==> src/rtl/mod_updown_counter.sv <==
// Up/down counter with programmable inclusive bound, parallel load, soft clear
// and a wrap-or-saturate boundary policy; tc pulses on boundary steps, ovf is sticky.
module mod_updown_counter #(
  parameter int WIDTH     = 4,
  parameter int RESET_VAL = 0,
  parameter bit SATURATE  = 1'b0
) (
  input  logic             clk,
  input  logic             reset,
  input  logic             clr,
  input  logic             en,
  input  logic             up,
  input  logic             load,
  input  logic [WIDTH-1:0] load_val,
  input  logic [WIDTH-1:0] max_val,
  output logic [WIDTH-1:0] count,
  output logic             tc,
  output logic             ovf
);

  localparam logic [WIDTH-1:0] RST_COUNT = WIDTH'(RESET_VAL);

  logic             at_top;
  logic             at_bottom;
  logic [WIDTH-1:0] load_clamped;
  logic [WIDTH-1:0] up_bound_val;
  logic [WIDTH-1:0] down_bound_val;

  // ">=" rather than "==" so a count stranded above a lowered max_val
  // still treats the next up step as a boundary step.
  assign at_top         = (count >= max_val);
  assign at_bottom      = (count == '0);
  assign load_clamped   = (load_val > max_val) ? max_val : load_val;
  assign up_bound_val   = SATURATE ? max_val : '0;
  assign down_bound_val = SATURATE ? '0 : max_val;

  always_ff @(posedge clk) begin
    if (reset || clr) begin
      count <= RST_COUNT;
      tc    <= 1'b0;
      ovf   <= 1'b0;
    end else if (load) begin
      count <= load_clamped;
      tc    <= 1'b0;
    end else if (en) begin
      if (up) begin
        if (at_top) begin
          count <= up_bound_val;
          tc    <= 1'b1;
          ovf   <= 1'b1;
        end else begin
          count <= count + 1'b1;
          tc    <= 1'b0;
        end
      end else begin
        if (at_bottom) begin
          count <= down_bound_val;
          tc    <= 1'b1;
          ovf   <= 1'b1;
        end else begin
          count <= count - 1'b1;
          tc    <= 1'b0;
        end
      end
    end else begin
      tc <= 1'b0;
    end
  end

endmodule

==> config.mk <==
export PLATFORM = sky130hd
export DESIGN_NAME = mod_updown_counter
export DESIGN_NICKNAME = d
export VERILOG_FILES = /design/src/rtl/mod_updown_counter.sv
export SDC_FILE = /design/constraint.sdc
export NUM_CORES = 1
export LEC_CHECK = 0
export ABC_AREA = 1
export BUFFER_PORTS_ARGS = -buffer_cell sky130_fd_sc_hd__buf_2
export CORE_UTILIZATION = 45
export DETAILED_ROUTE_END_ITERATION = 7
export PLACE_DENSITY = 0.7
export REMOVE_ABC_BUFFERS = 1
export SLEW_MARGIN = 15
export SYNTH_ARGS = -nofsm -noshare
export SYNTH_HDL_FRONTEND = slang
export SYNTH_SLANG_ARGS = --single-unit
==> constraint.sdc <==
create_clock -name clk -period 1.8 [get_ports clk]
set_input_delay 0.27 -clock clk [delete_from_list [all_inputs] [get_ports clk]]
set_output_delay 0.27 -clock clk [all_outputs]
set_load 0.01 [all_outputs]
* Word-level counts from Yosys, hierarchy flattened
Cells that the tools add are included.
W data, S select, Z words.
** Word-level totals
- Bits of input ports :: 14
- Register bits :: 6
- Logic and storage cells :: 28
** Cells by class
- Order comparisons :: 2
- Multiplexer cells :: 12
- Reduce and logical (&&, ||, !) cells :: 6
- Bitwise gates (word level) :: 2
- $add $sub $neg :: 2
- Equal/unequal tests :: 1
** Operators with widths (number)
- $mux W4 :: 6
- $mux W1 :: 6
- $add A4 B1 Y4 const B :: 1
- $ge A4 B4 Y1 :: 1
- $gt A4 B4 Y1 :: 1
- $logic_not A4 Y1 :: 1
- $reduce_and A4 Y1 :: 1
- $reduce_bool A2 Y1 :: 2
- $sub A4 B1 Y4 const B :: 1
- $reduce_or A3 Y1 :: 1
- $ne A2 B1 Y1 const B :: 1
- $not A1 Y1 :: 2
- $logic_or A1 B1 Y1 :: 1

* Depth between registers and ports, before layout
- Word-level depth :: 5
- Gate-level depth with buffers :: 13
- Depth with buffers taken out :: 13

* Least setup slack after synthesis
No wires, ideal clock.
- Kind :: register to register
- Start point :: reg count[3]
- End point :: reg count[3]
- Cell stages (with the launch flop) :: 8
- Required time :: 1736 ps
- Buffers on the path :: 0
- Arrival time :: 1422 ps
- Period minus slack after synthesis :: 1486 ps
- Slack :: 314 ps
- Library setup time :: 64 ps
- Cell sequence :: dfxtp_1 > ha_1 > nand2_1 > nor3b_4 > nand3_1 > a21oi_1 > nor2_1 > nor2_1
** Between the ends
- Word-level cells in the longest chain between the ends :: 5
- Elaborated cells between the ends (all ways) :: 9
- Classes of those cells :: add/sub: 2; order compare: 1; mux: 5; reduce/logical: 1
** Ends and longest elaborated chain
- from (decl) :: line 16 : output logic [WIDTH-1:0] count,
- from (signal assigned) :: line 43 : count <= load_clamped;
- from (signal assigned) :: line 48 : count <= up_bound_val;
- from (signal assigned) :: line 52 : count <= count + 1'b1;
- $sub A4 B1 Y4 (tied with other cells) :: line 61 : count <= count - 1'b1;
- $mux W4, on equally long branches :: line 56, 47
- $mux W4 (*) :: line 46 : if (up) begin
- $mux W4 (*) :: line 45 : end else if (en) begin
- $mux W4 (*) :: line 42 : end else if (load) begin
Every way passes the cells marked *; elsewhere a longest branch is shown, timed or not. The select of a mux whose other input is x is not followed.
A chain may end at the register's enable or synchronous reset.

* Final worst setup path
- Start point :: reg count[0]
- End point :: reg count[0]
The elaborated chain is that of the path after synthesis.

==> results.md <==
- Status: finished clean
- Max Cap Viol: 0
- Post-route DRC: 0
- CTS H-tree lvls: 1
- Routed Antenna Nets: 0
- Layout cells sized above 1: 0.274
- Global-route total usage across every layer: 0.205
- Die area: 1810 um2
- Combinational power share: 0.434
- GPL Wtd Cong: 0.851
- Clock Latency Late Sink: 0.24 ns
- Nets: 172
- GRT Residual Overflow: 0
- Post-synthesis cell type count: 22
- Dpl cells: 159
- Worst R2R Setup Slack: 0.34 ns
- Most common cell after layout, fill and taps aside: nand2_1
- Via count: 819
- Critical Path RT: 1.98 ns
- Horiz. Die Dim: 42.6 um
- Relative slew slack: 0.836
- Via-per-instance ratio: 5.06
- Post-CTS setup buffer count: 0
- WS Path Type: flip-flop to flip-flop
- CP Max Fanout: 5
- Flops & latches, synth: 6
- # setup viols final: 0
- Pwr dens: 516 nW/um2
- Drt total wl: 1.63 mm
- Commonest non-fill, non-tap cells in the layout: nand2_1, buf_2, inv_1, nand3_1
- Synth Flop Type: dfxtp_1
- Async SR Flop Fraction: 0
- RSZ-0062 raised after global routing: no
- Cell Area, Synth: 741 um2
- Setup TNS: 0 ns
- RR Startpoint: count[0]
- Ports: 20
- Leakage: 0.528 nW
- Synth top area share: 0.187
- Syn_area_per_cell: 6.12 um2
- Fill cell count: 154
- Cell taking the most area after synthesis: nand2_1
- CTS Hold Bufs: 0
- Clock buffer count from CTS: 3
- FF/Latch Area: 120 um2
- VDD IR max: 0.309 mV
- Hold depth: 4
- Area delta synth->final: 21.1%
- Fmax achieved: 0.684 GHz
- Hpwl dp: 1.41 mm
- Sinks on Clock Net: 6
- RR Endpoint: count[0]
- Initial antenna violation count: 0
- Area of the multi-input gates: 528 um2
- Core area: 1520 um2
- Clk pwr share: 0.254
- Share of the cycle needed by the critical path after routing: 0.813
- Post_cts resized: 0
- Worst hold-check path type: input pin to flip-flop
- Largest cells by area after synthesis: nand2_1, ha_1, dfxtp_1
- Hold Vio Cnt, Final: 0
- NetSw: 0.166 mW
- Root Buffer: clkbuf_4
- Post-synthesis sequential area ratio: 0.162
- Reg2Reg Depth: 11
- Antenna diode count: 0
- Tmin final: 1.46 ns
- Switching Share: 0.359
- Initial Util: 0.486
- Vias in the first global route: 710
- Fin. max-slew vios: 0
- CTS Buffer Depth: 2
- Actual slew at the worst max-slew pin: 0.245 ns
- Initial drt markers: 24
- I/O Buffers: 19
- Pin count of the biggest net entering global routing: 9
- TritonRoute pass-1 iters: 4
- Finished Layout Cells: 162
- Critical path data arrival time: 1.64 ns
- Gate Count Post-Synth: 121
- Die height: 42.6 um
- P_int: 0.297 mW
- Post-synth EDFFs: 0
- Clock skew: 0.00476 ns
- First-pass GRT wire length: 2.86 mm
- Wirelength per Cell: 10.0 um
- Sequential Power Share: 0.312
- Clk slew on worst S/H paths: 0.05 ns
- Hold Path Sink: count[2]
- Min-Delay Startpoint: reset
- Critical path endpoint category: flip-flop
- Row cnt: 14
- Synthesis Warnings: 0
- CTS tree: built
- Critical path launch point type: flip-flop
[worst max-delay path by stage]
stage / start / endpoint / slack (ns) / cells past startpoint
6_report: count[0] / count[0] / 0.34 / 11
5_1_grt: count[0] / count[0] / 0.13 / 11
4_1_cts: count[0] / count[0] / 0.34 / 11
3_5_place_dp: max_val[3] / count[3] / 0.22 / 11
3_3_place_gp: max_val[3] / count[3] / 0.26 / 11
2_1_floorplan: count[3] / count[3] / 0.31 / 7
[critical path, cell delays in order, from the launching register on]
cell,delay [ns]
dfxtp_1,0.30
inv_1,0.15
ha_1,0.26
o21ai_1,0.13
nand2_1,0.06
nand2_1,0.12
nand2_1,0.07
nand2_1,0.11
nand2_1,0.06
nand2_1,0.05
nand2_1,0.04
nand2_1,0.05
[flip-flops by register name, indices dropped and copies added (netlist names)]
name	flops
ovf	1
count	4
tc	1
[power groups by stage]
stage / Sequential [mW] / Combinational (mW) / Clock (mW)
6_report: 0.144 / 0.201 / 0.118
5_1_grt: 0.145 / 0.231 / 0.131
4_1_cts: 0.144 / 0.203 / 0.121
3_5_place_dp: 0.147 / 0.201 / 0
3_3_place_gp: 0.147 / 0.197 / 0
2_1_floorplan: 0.156 / 0.131 / 0
[through the flow]
step	utilization	setup slack (ns)	instance area [um2]	power [mW]	hold slack, ns
2_1_floorplan	-	0.314	729	0.287	0.429
3_3_place_gp	0.574	0.265	875	0.344	0.439
3_5_place_dp	0.574	0.220	875	0.348	0.447
4_1_cts	0.589	0.336	897	0.468	0.310
5_1_grt	0.589	0.129	897	0.506	0.310
6_report	0.589	0.337	897	0.463	0.310
[cells by family after synthesis]
kind of cell	synth area share
compound gates	0.0946
simple gates	0.437
fa+ha+maj	0.169
flops	0.162
xor+xnor	0.0118
buf+inv	0.125
[cell usage after synthesis (2+ instances only)]
| cell | count |
|---|---|
| nand2_2 | 2 |
| nand2_1 | 37 |
| nand3_1 | 13 |
| dfxtp_1 | 6 |
| nor2_1 | 10 |
| ha_1 | 10 |
| o21ai_1 | 4 |
| inv_2 | 4 |
| a21oi_1 | 5 |
| inv_1 | 16 |
| nor2_2 | 3 |
[layer usage]
layer  global-route usage  up-vias  wire, um
li1                     -      441         -
met1                0.266      355       733
met2                0.354       23       824
met3               0.0259        0        71
met4               0.0563        0         0
met5                    0        -         0
[layout make-up]
type | instances | area share
flip-flops and latches | 6 | 0.134
well taps | 16 | 0.0223
clock buffers | 3 | 0.0251
repair buffers | 23 | 0.139
inverters | 21 | 0.0907
multi-input cells | 93 | 0.589
Power figures use the tool's default switching activity.
